## config.mk

```make
export PLATFORM = sky130hd
export DESIGN_NAME = ifetch_stage
export DESIGN_NICKNAME = d
export VERILOG_FILES = /design/src/rtl/pipe_pkg.sv /design/src/rtl/if_skid_reg.sv /design/src/rtl/ifetch_stage.sv
export SDC_FILE = /design/constraint.sdc
export NUM_CORES = 1
export LEC_CHECK = 0
export CAP_MARGIN = 20
export CORE_MARGIN = 2
export CORE_UTILIZATION = 35
export DETAILED_ROUTE_END_ITERATION = 10
export HOLD_SLACK_MARGIN = 0.1
export RECOVER_POWER = 50
export SLEW_MARGIN = 10
export SYNTH_ARGS = -nofsm -noshare
export SYNTH_HDL_FRONTEND = slang
export SYNTH_SLANG_ARGS = --single-unit
```

## constraint.sdc

```tcl
create_clock -name clk -period 2.8 [get_ports clk]
set_clock_uncertainty 0.15 [all_clocks]
set_input_delay 0.56 -clock clk [delete_from_list [all_inputs] [get_ports clk]]
set_output_delay 0.56 -clock clk [all_outputs]
set_load 0.03 [all_outputs]
```

## src/rtl/pipe_pkg.sv

```systemverilog
// Shared pipeline definitions: fetch FSM encoding, word-address width, default NOP.
package pipe_pkg;

   localparam int unsigned WORD_AW = 32;
   localparam int unsigned INSTR_W = 32;

   localparam logic [INSTR_W-1:0] NOP_INSTR_DEF = 32'h0000_0000;

   typedef enum logic [1:0] {
      ST_RST   = 2'd0,
      ST_FETCH = 2'd1,
      ST_DROP  = 2'd2,
      ST_HOLD  = 2'd3
   } if_state_e;

   typedef struct packed {
      logic [WORD_AW-1:0] pc;
      logic [INSTR_W-1:0] instr;
   } fetch_word_t;

   // Sequential successor of a word address, wrapping modulo 2^WORD_AW.
   function automatic logic [WORD_AW-1:0] pc_next(input logic [WORD_AW-1:0] pc);
      return pc + WORD_AW'(1);
   endfunction

endpackage

```

## src/rtl/if_skid_reg.sv

```systemverilog
// One-entry PC+instruction holding register used while IF/ID is stalled.
module if_skid_reg
   import pipe_pkg::*;
(
   input  logic               clk,
   input  logic               rst_n,
   input  logic               load_i,
   input  logic               clr_i,
   input  logic [WORD_AW-1:0] pc_i,
   input  logic [INSTR_W-1:0] instr_i,
   output logic [WORD_AW-1:0] pc_o,
   output logic [INSTR_W-1:0] instr_o
);

   fetch_word_t entry_q;

   always_ff @(posedge clk or negedge rst_n) begin
      if (!rst_n) begin
         entry_q <= '0;
      end else if (clr_i) begin
         entry_q <= '0;
      end else if (load_i) begin
         entry_q <= '{pc: pc_i, instr: instr_i};
      end
   end

   assign pc_o    = entry_q.pc;
   assign instr_o = entry_q.instr;

endmodule

```

## src/rtl/ifetch_stage.sv

```systemverilog
// Instruction fetch: PC, req/ack fetch FSM with redirect/drop handling, IF/ID register.
module ifetch_stage
   import pipe_pkg::*;
#(
   parameter logic [WORD_AW-1:0] RESET_PC  = 32'h0000_0000,
   parameter logic [INSTR_W-1:0] NOP_INSTR = NOP_INSTR_DEF
) (
   input  logic               clk,
   input  logic               rst_n,
   input  logic               Stall,
   input  logic               BranchTaken,
   input  logic [WORD_AW-1:0] BranchAddress,
   output logic               IMemReq,
   output logic [WORD_AW-1:0] IMemAddr,
   input  logic               IMemAck,
   input  logic [INSTR_W-1:0] IMemData,
   output logic [WORD_AW-1:0] IFID_PC,
   output logic [INSTR_W-1:0] IFID_Instr,
   output logic               IFID_Valid
);

   if_state_e          state_q, state_d;
   logic               req_q, req_d;
   logic [WORD_AW-1:0] pc_q, pc_d;
   logic [WORD_AW-1:0] pend_q, pend_d;
   logic [WORD_AW-1:0] ifid_pc_q, ifid_pc_d;
   logic [INSTR_W-1:0] ifid_instr_q, ifid_instr_d;
   logic               ifid_valid_q, ifid_valid_d;
   logic               skid_load, skid_clr;
   logic [WORD_AW-1:0] skid_pc;
   logic [INSTR_W-1:0] skid_instr;

   if_skid_reg u_skid (
      .clk     (clk),
      .rst_n   (rst_n),
      .load_i  (skid_load),
      .clr_i   (skid_clr),
      .pc_i    (pc_q),
      .instr_i (IMemData),
      .pc_o    (skid_pc),
      .instr_o (skid_instr)
   );

   always_ff @(posedge clk or negedge rst_n) begin
      if (!rst_n) begin
         state_q      <= ST_RST;
         req_q        <= 1'b0;
         pc_q         <= RESET_PC;
         pend_q       <= RESET_PC;
         ifid_pc_q    <= '0;
         ifid_instr_q <= NOP_INSTR;
         ifid_valid_q <= 1'b0;
      end else begin
         state_q      <= state_d;
         req_q        <= req_d;
         pc_q         <= pc_d;
         pend_q       <= pend_d;
         ifid_pc_q    <= ifid_pc_d;
         ifid_instr_q <= ifid_instr_d;
         ifid_valid_q <= ifid_valid_d;
      end
   end

   // Next-state logic; BranchTaken is checked first in every state so it overrides Stall.
   always_comb begin
      state_d      = state_q;
      pc_d         = pc_q;
      pend_d       = pend_q;
      ifid_pc_d    = ifid_pc_q;
      ifid_instr_d = ifid_instr_q;
      ifid_valid_d = ifid_valid_q;
      skid_load    = 1'b0;
      skid_clr     = 1'b0;

      if (BranchTaken) begin
         ifid_valid_d = 1'b0;
         ifid_instr_d = NOP_INSTR;
      end

      unique case (state_q)
         ST_RST: begin
            state_d = ST_FETCH;
            if (BranchTaken) pc_d = BranchAddress;
         end
         ST_FETCH: begin
            if (BranchTaken) begin
               if (IMemAck) begin
                  pc_d = BranchAddress;
               end else begin
                  pend_d  = BranchAddress;
                  state_d = ST_DROP;
               end
            end else if (IMemAck) begin
               pc_d = pc_next(pc_q);
               if (Stall) begin
                  skid_load = 1'b1;
                  state_d   = ST_HOLD;
               end else begin
                  ifid_pc_d    = pc_q;
                  ifid_instr_d = IMemData;
                  ifid_valid_d = 1'b1;
               end
            end
         end
         ST_DROP: begin
            // The returning data belongs to the abandoned address and is never used.
            if (IMemAck) begin
               pc_d    = BranchTaken ? BranchAddress : pend_q;
               state_d = ST_FETCH;
            end else if (BranchTaken) begin
               pend_d = BranchAddress;
            end
         end
         ST_HOLD: begin
            if (BranchTaken) begin
               skid_clr = 1'b1;
               pc_d     = BranchAddress;
               state_d  = ST_FETCH;
            end else if (!Stall) begin
               ifid_pc_d    = skid_pc;
               ifid_instr_d = skid_instr;
               ifid_valid_d = 1'b1;
               skid_clr     = 1'b1;
               state_d      = ST_FETCH;
            end
         end
         default: state_d = ST_RST;
      endcase

      req_d = (state_d == ST_FETCH) || (state_d == ST_DROP);
   end

   assign IMemReq    = req_q;
   assign IMemAddr   = pc_q;
   assign IFID_PC    = ifid_pc_q;
   assign IFID_Instr = ifid_instr_q;
   assign IFID_Valid = ifid_valid_q;

endmodule

```

**Word level (Yosys, flattened, before mapping)**

Index checks and enable logic that the tools add are counted.

- Flip-flop bits (word level): 196
- Bits in latches: 0
- Bits in writable memories: 0
- ROM bits: 0
- Bits of input ports: 69
- Output and inout bits: 98
- Word-level logic and storage cells: 81
- Memories kept: 0

- Add/subtract/negate cells: 1
- Multipliers: 0
- Div/mod/pow operators: 0
- Magnitude comparators: 0
- Eq/ne operators: 15
- Shift-type cells: 0
- Muxes and demuxes: 47
- Bitwise operators: 0
- Reductions and logical operators: 9

Operators by type and width:

| operator | count |
|---|---|
| two-way mux 32 bit | 20 |
| one-hot mux 32 bit (2 select lines) | 3 |
| two-way mux 64 bit | 2 |
| one-hot mux 32 bit (3 select lines) | 1 |
| adder 32 x 1 -> 32 bit (second input constant) | 1 |
| != test 2 bit (second input constant) | 9 |
| two-way mux 2 bit | 7 |
| two-way mux 1 bit | 12 |
| one-hot mux 2 bit (4 select lines) | 1 |
| equality test 2 bit (second input constant) | 3 |
| AND reduction 6 bit | 1 |
| nonzero test 2 bit | 3 |
| equality test 2 x 1 -> 1 bit (second input constant) | 2 |
| AND reduction 4 bit | 1 |
| AND reduction 3 bit | 1 |
| zero test 2 bit | 1 |
| != test 2 x 1 -> 1 bit (second input constant) | 1 |
| one-hot mux 1 bit (2 select lines) | 1 |
| OR reduction 2 bit | 1 |
| logical OR 1 bit | 1 |

**Logic depth before layout (Yosys ltp)**

- Depth after elaboration: 6
- Depth in mapped cells: 10
- Gate-level depth less buffers: 7

**Cells and area by module**

From an unflattened synthesis, not the netlist that was laid out.

- Cell total of the unflattened synthesis: 958
- Area, all modules: 9867.0 um^2

By module, submodules not included:

| module | times used | cells an instance | area an instance (um^2) | sequential area each (um^2) |
|---|---|---|---|---|
| ifetch_stage | 1 | 752 | 7255.7 | 3303.2 |
| if_skid_reg | 1 | 206 | 2611.3 | 1601.5 |

**Worst setup path after synthesis**

Ideal clock, no wire load.

- Path type: reg-to-reg
- Start point: register pc_q[0], in the netlist IMemAddr[0]
- End point: register pc_q[28], in the netlist IMemAddr[28]
- Library setup time: 0.071 ns
- Arrival time: 2.017 ns
- Required time: 2.579 ns
- Setup slack: 0.562 ns
- Cell stages (with the launch flop): 7
- Buffers on the path: 0
- Clock period less this slack: 2.238 ns
- Cells stage by stage: dfrtp_1 > ha_1 > nand3_4 > nor4_4 > nand4_1 > or3_1 > nand4_1

- Longest elaborated chain between the ends: 4

Ends and longest elaborated chain:

| element | line | text |
|---|---|---|
| from (decl) | ifetch_stage.sv:24 | `logic [WORD_AW-1:0] pc_q, pc_d;` |
| from (signal assigned) | ifetch_stage.sv:56 | `pc_q <= pc_d;` |
| adder 32 x 1 -> 32 bit | pipe_pkg.sv:23 | `return pc + WORD_AW'(1);` |
| two-way mux 32 bit | ifetch_stage.sv:93 | `end else if (IMemAck) begin` |
| two-way mux 32 bit | ifetch_stage.sv:86 | `if (BranchTaken) begin` |
| one-hot mux 32 bit (3 select lines) | ifetch_stage.sv:80 | `unique case (state_q)` |

Every way passes these cells. The select of a mux whose other input is x is not followed.
A chain may end at the register's enable or synchronous reset.

**Final worst setup path**

- Start point: register pc_q[17], in the netlist IMemAddr[17]
- End point: output port IMemAddr[17]

RTL lines:

| element | line | text |
|---|---|---|
| to (decl) | ifetch_stage.sv:14 | `output logic [WORD_AW-1:0] IMemAddr,` |

No word-level cell between the ends.

==> reports/results.tsv <==
stage	metric	value	unit
hold_path	hp-class	reg2reg	
cts	post_cts_buffers	0	
routing	routed_wl	29.4	mm
worst_setup_path	crit_path_cell_trace	clkdlybuf4s50_1	
global_routing	grt_pass1_wl	46.1	mm
logic_synthesis	yosysSeqAreaShare	50.9	%
sta	drv_slew	67	
sta	hold_ws	0.325	ns
logic_synthesis	synthFlopType	dfrtp_1	
routing	wl_per_cell	19.2	um
finish	nFillCells	2568	
worst_setup_path	critPathMaxStageDelay	0.79	ns
sta	setup_viol	0	
finish	final_layout_size_suffix_gt1_share	11.8	%
sta	finalCritPeriodShare	91.9	%
finish	antenna_cells	0	
die	die-height	170	um
logic_synthesis	synth_edf_count	0	
die	core	0.0270	mm^2
logic_synthesis	syn-instance-count	1018	
sta	tightest_slew	1.71	ns
outcome	status	finished, violations left	
sta	min_period	2.57	ns
finish	mostFrequentLayoutCells	nand2_1 (215), dfrtp_1 (196), clkdlybuf4s50_1 (124), a21oi_1 (93), o21ai_0 (68)	
cts	clock_sinks	196	
sta	rsz0062_at_grt	false	
finish	mostFrequentLayoutCell	nand2_1	
routing	via_per_inst	5.51	
worst_setup_path	slowest_stage	clkdlybuf4s50_1	
placement	hpwl	20.0	mm
placement	port_buffers	166	
die	die_area	0.0289	mm^2
routing	vias	8443	
cts	path_clk_slew	0.08	ns
cts	clock_path_buffers	2	
logic_synthesis	ys_warn_count	0	
die	die_w	170	um
cts	clock_latency	0.44	ns
worst_setup_path	cp-end-kind	output pin	
die	initial_core_util	35.6	%
global_routing	grt_pass1_vias	8121	
cts	cts_max_level	4	
worst_setup_path	worst_setup_path_start_kind	flop	
global_routing	antenna_found_initial	0	
power_and_ir_drop	power_density	1100	mW/mm^2
die	rows	60	
worst_setup_path	worstSetupPathType	reg2out	
global_routing	grt_max_degree	68	
finish	nets	1251	
worst_setup_path	r2r_setup_slack	0.24	ns
outcome	violations	max-capacitance violations, max-slew violations	
sta	slew_headroom	-14.2	%
cts	cts_tree	yes	
logic_synthesis	synth_cell_types	62	
sta	setup_tns	0	ns
placement	place_congestion	0.851	
power_and_ir_drop	vdd_drop_max	0.415	mV
power_and_ir_drop	p_leak	5.53	nW
routing	drt_first_pass_iters	7	
sta	fmax	389	MHz
flow_run	maxCapViolations	1	
worst_setup_path	crit_arrival	1.86	ns
routing	drt.antenna.violating_nets	0	
logic_synthesis	synth.cell_area	0.00963	mm^2
logic_synthesis	synthesis.nets	1092	
cts	numCtsBuffers	17	
cts	cts_root_buf	clkbuf_16	
worst_setup_path	crit_path_max_fanout	11	
die	ios	167	
logic_synthesis	ys_ff_latch	196	
logic_synthesis	async_reset_ff_share	100	%
worst_setup_path	cpLargestDelayFamily	buffers and inverters	
worst_setup_path	cp_num_buf_inv	1	
finish	syn2layout_area_growth	30.3	%
worst_setup_path	critical_path_required	2.09	ns
sta	hold_viol	0	
global_routing	grt_usage	20.3	%
global_routing	grt-ovfl-total	0	
logic_synthesis	avgSynthCellArea	9.46	um^2
routing	drc	0	
routing	dr.first_iter.drc_count	983	
==> layout make-up <==
class                   instances  area (um^2)  area share (%)
well taps                     341          427            3.40
clock buffers                  18          429            3.42
repair buffers                219         2160            17.2
multi-input cells             696         4290            34.2
inverters                      47          176            1.41
flip-flops and latches        196         4900            39.1
clock inverters                14          165            1.32
==> stage by stage <==
stage / util (%) / cell area, um^2 / total power, mW / worst slack (ns) / instances
floorplan: - / 9630 / 8.73 / 0.562 / 1018
global placement: 44.2 / 11900 / 11.3 / 0.113 / 1496
detailed placement: 44.2 / 11900 / 11.5 / 0.0768 / 1496
CTS: 46.4 / 12600 / 14.0 / 0.217 / 1529
global route: 46.5 / 12600 / 14.7 / 0.0840 / 1531
finish: 46.5 / 12600 / 13.9 / 0.228 / 1531
==> power by group <==
group	total [mW]	switching, mW	internal (mW)
Combinational	6.47	3.77	2.69
Clock	2.47	1.27	1.20
Sequential	4.92	1.00	3.91
Total	13.9	6.05	7.81
==> worst paths after layout <==
kind	to	start	cells after the start
min	IFID_PC[6]$_DFFE_PN0P_	IFID_PC[6]$_DFFE_PN0P_	2
min reg2reg	IFID_PC[6]$_DFFE_PN0P_	IFID_PC[6]$_DFFE_PN0P_	2
min in group asynchronous	pend_q[2]$_DFFE_PN0P_	rst_n	2
max reg2reg	IMemAddr[29]$_DFFE_PN0P_	state_q[0]$_DFF_PN0_	9
max	IMemAddr[17]	IMemAddr[17]$_DFFE_PN0P_	1
max in group asynchronous	IFID_Instr[21]$_DFF_PN0_	rst_n	3
==> flip-flops by register name, indices dropped and copies added, names as in the netlist <==
| register | count |
|---|---|
| IFID_Instr | 32 |
| IFID_PC | 32 |
| IMemAddr | 32 |
| pend_q | 32 |
| u_skid.instr_o | 32 |
| u_skid.pc_o | 32 |
| state_q | 2 |
| IFID_Valid | 1 |
| IMemReq | 1 |
==> Yosys cell counts, types with 4 or more instances <==
library cell	n	area, um^2
a211oi_1	5	37.5
a21o_1	7	52.6
a21oi_1	93	465
a221o_1	4	40.0
a221oi_1	15	131
a222oi_1	34	340
a22oi_1	10	75.1
a311oi_1	4	35.0
and3_1	7	43.8
buf_1	7	26.3
buf_2	21	105
clkbuf_1	50	188
dfrtp_1	196	4900
ha_1	5	62.6
inv_1	46	173
mux2_2	37	417
mux2i_1	39	390
nand2_1	215	807
nand3_1	13	65.1
nand4_1	13	81.3
nor2_1	36	135
nor2b_1	6	37.5
nor3_1	16	80.1
o21ai_0	68	340
o2bb2ai_1	4	35.0
o31ai_1	5	37.5
==> metal layers <==
layer / global-route usage (%) / vias up / wire length (um) / share of wire [%]
met2: 31.0 / 287 / 13400 / 46
met5: 0 / - / 0 / 0
met1: 29.8 / 4146 / 13900 / 47
met3: 3.16 / 34 / 1590 / 5.4
met4: 6.17 / 0 / 539 / 1.8
li1: - / 3976 / - / -
==> cells by family after synthesis <==
family | synth area share, %
simple gates | 15.3
compound gates | 19.1
fa+ha+maj | 0.649
xor+xnor | 0.364
flops | 50.9
buf+inv | 5.27
mux | 8.38
==> repair_timing <==
action / CTS / global route
resized for setup: 0 / 1
hold buffers: 1 / 0
endpoints found under the hold margin: 61 / 0
setup endpoints to repair: 0 / 1
No activity file was read; power rests on OpenSTA's default activity.
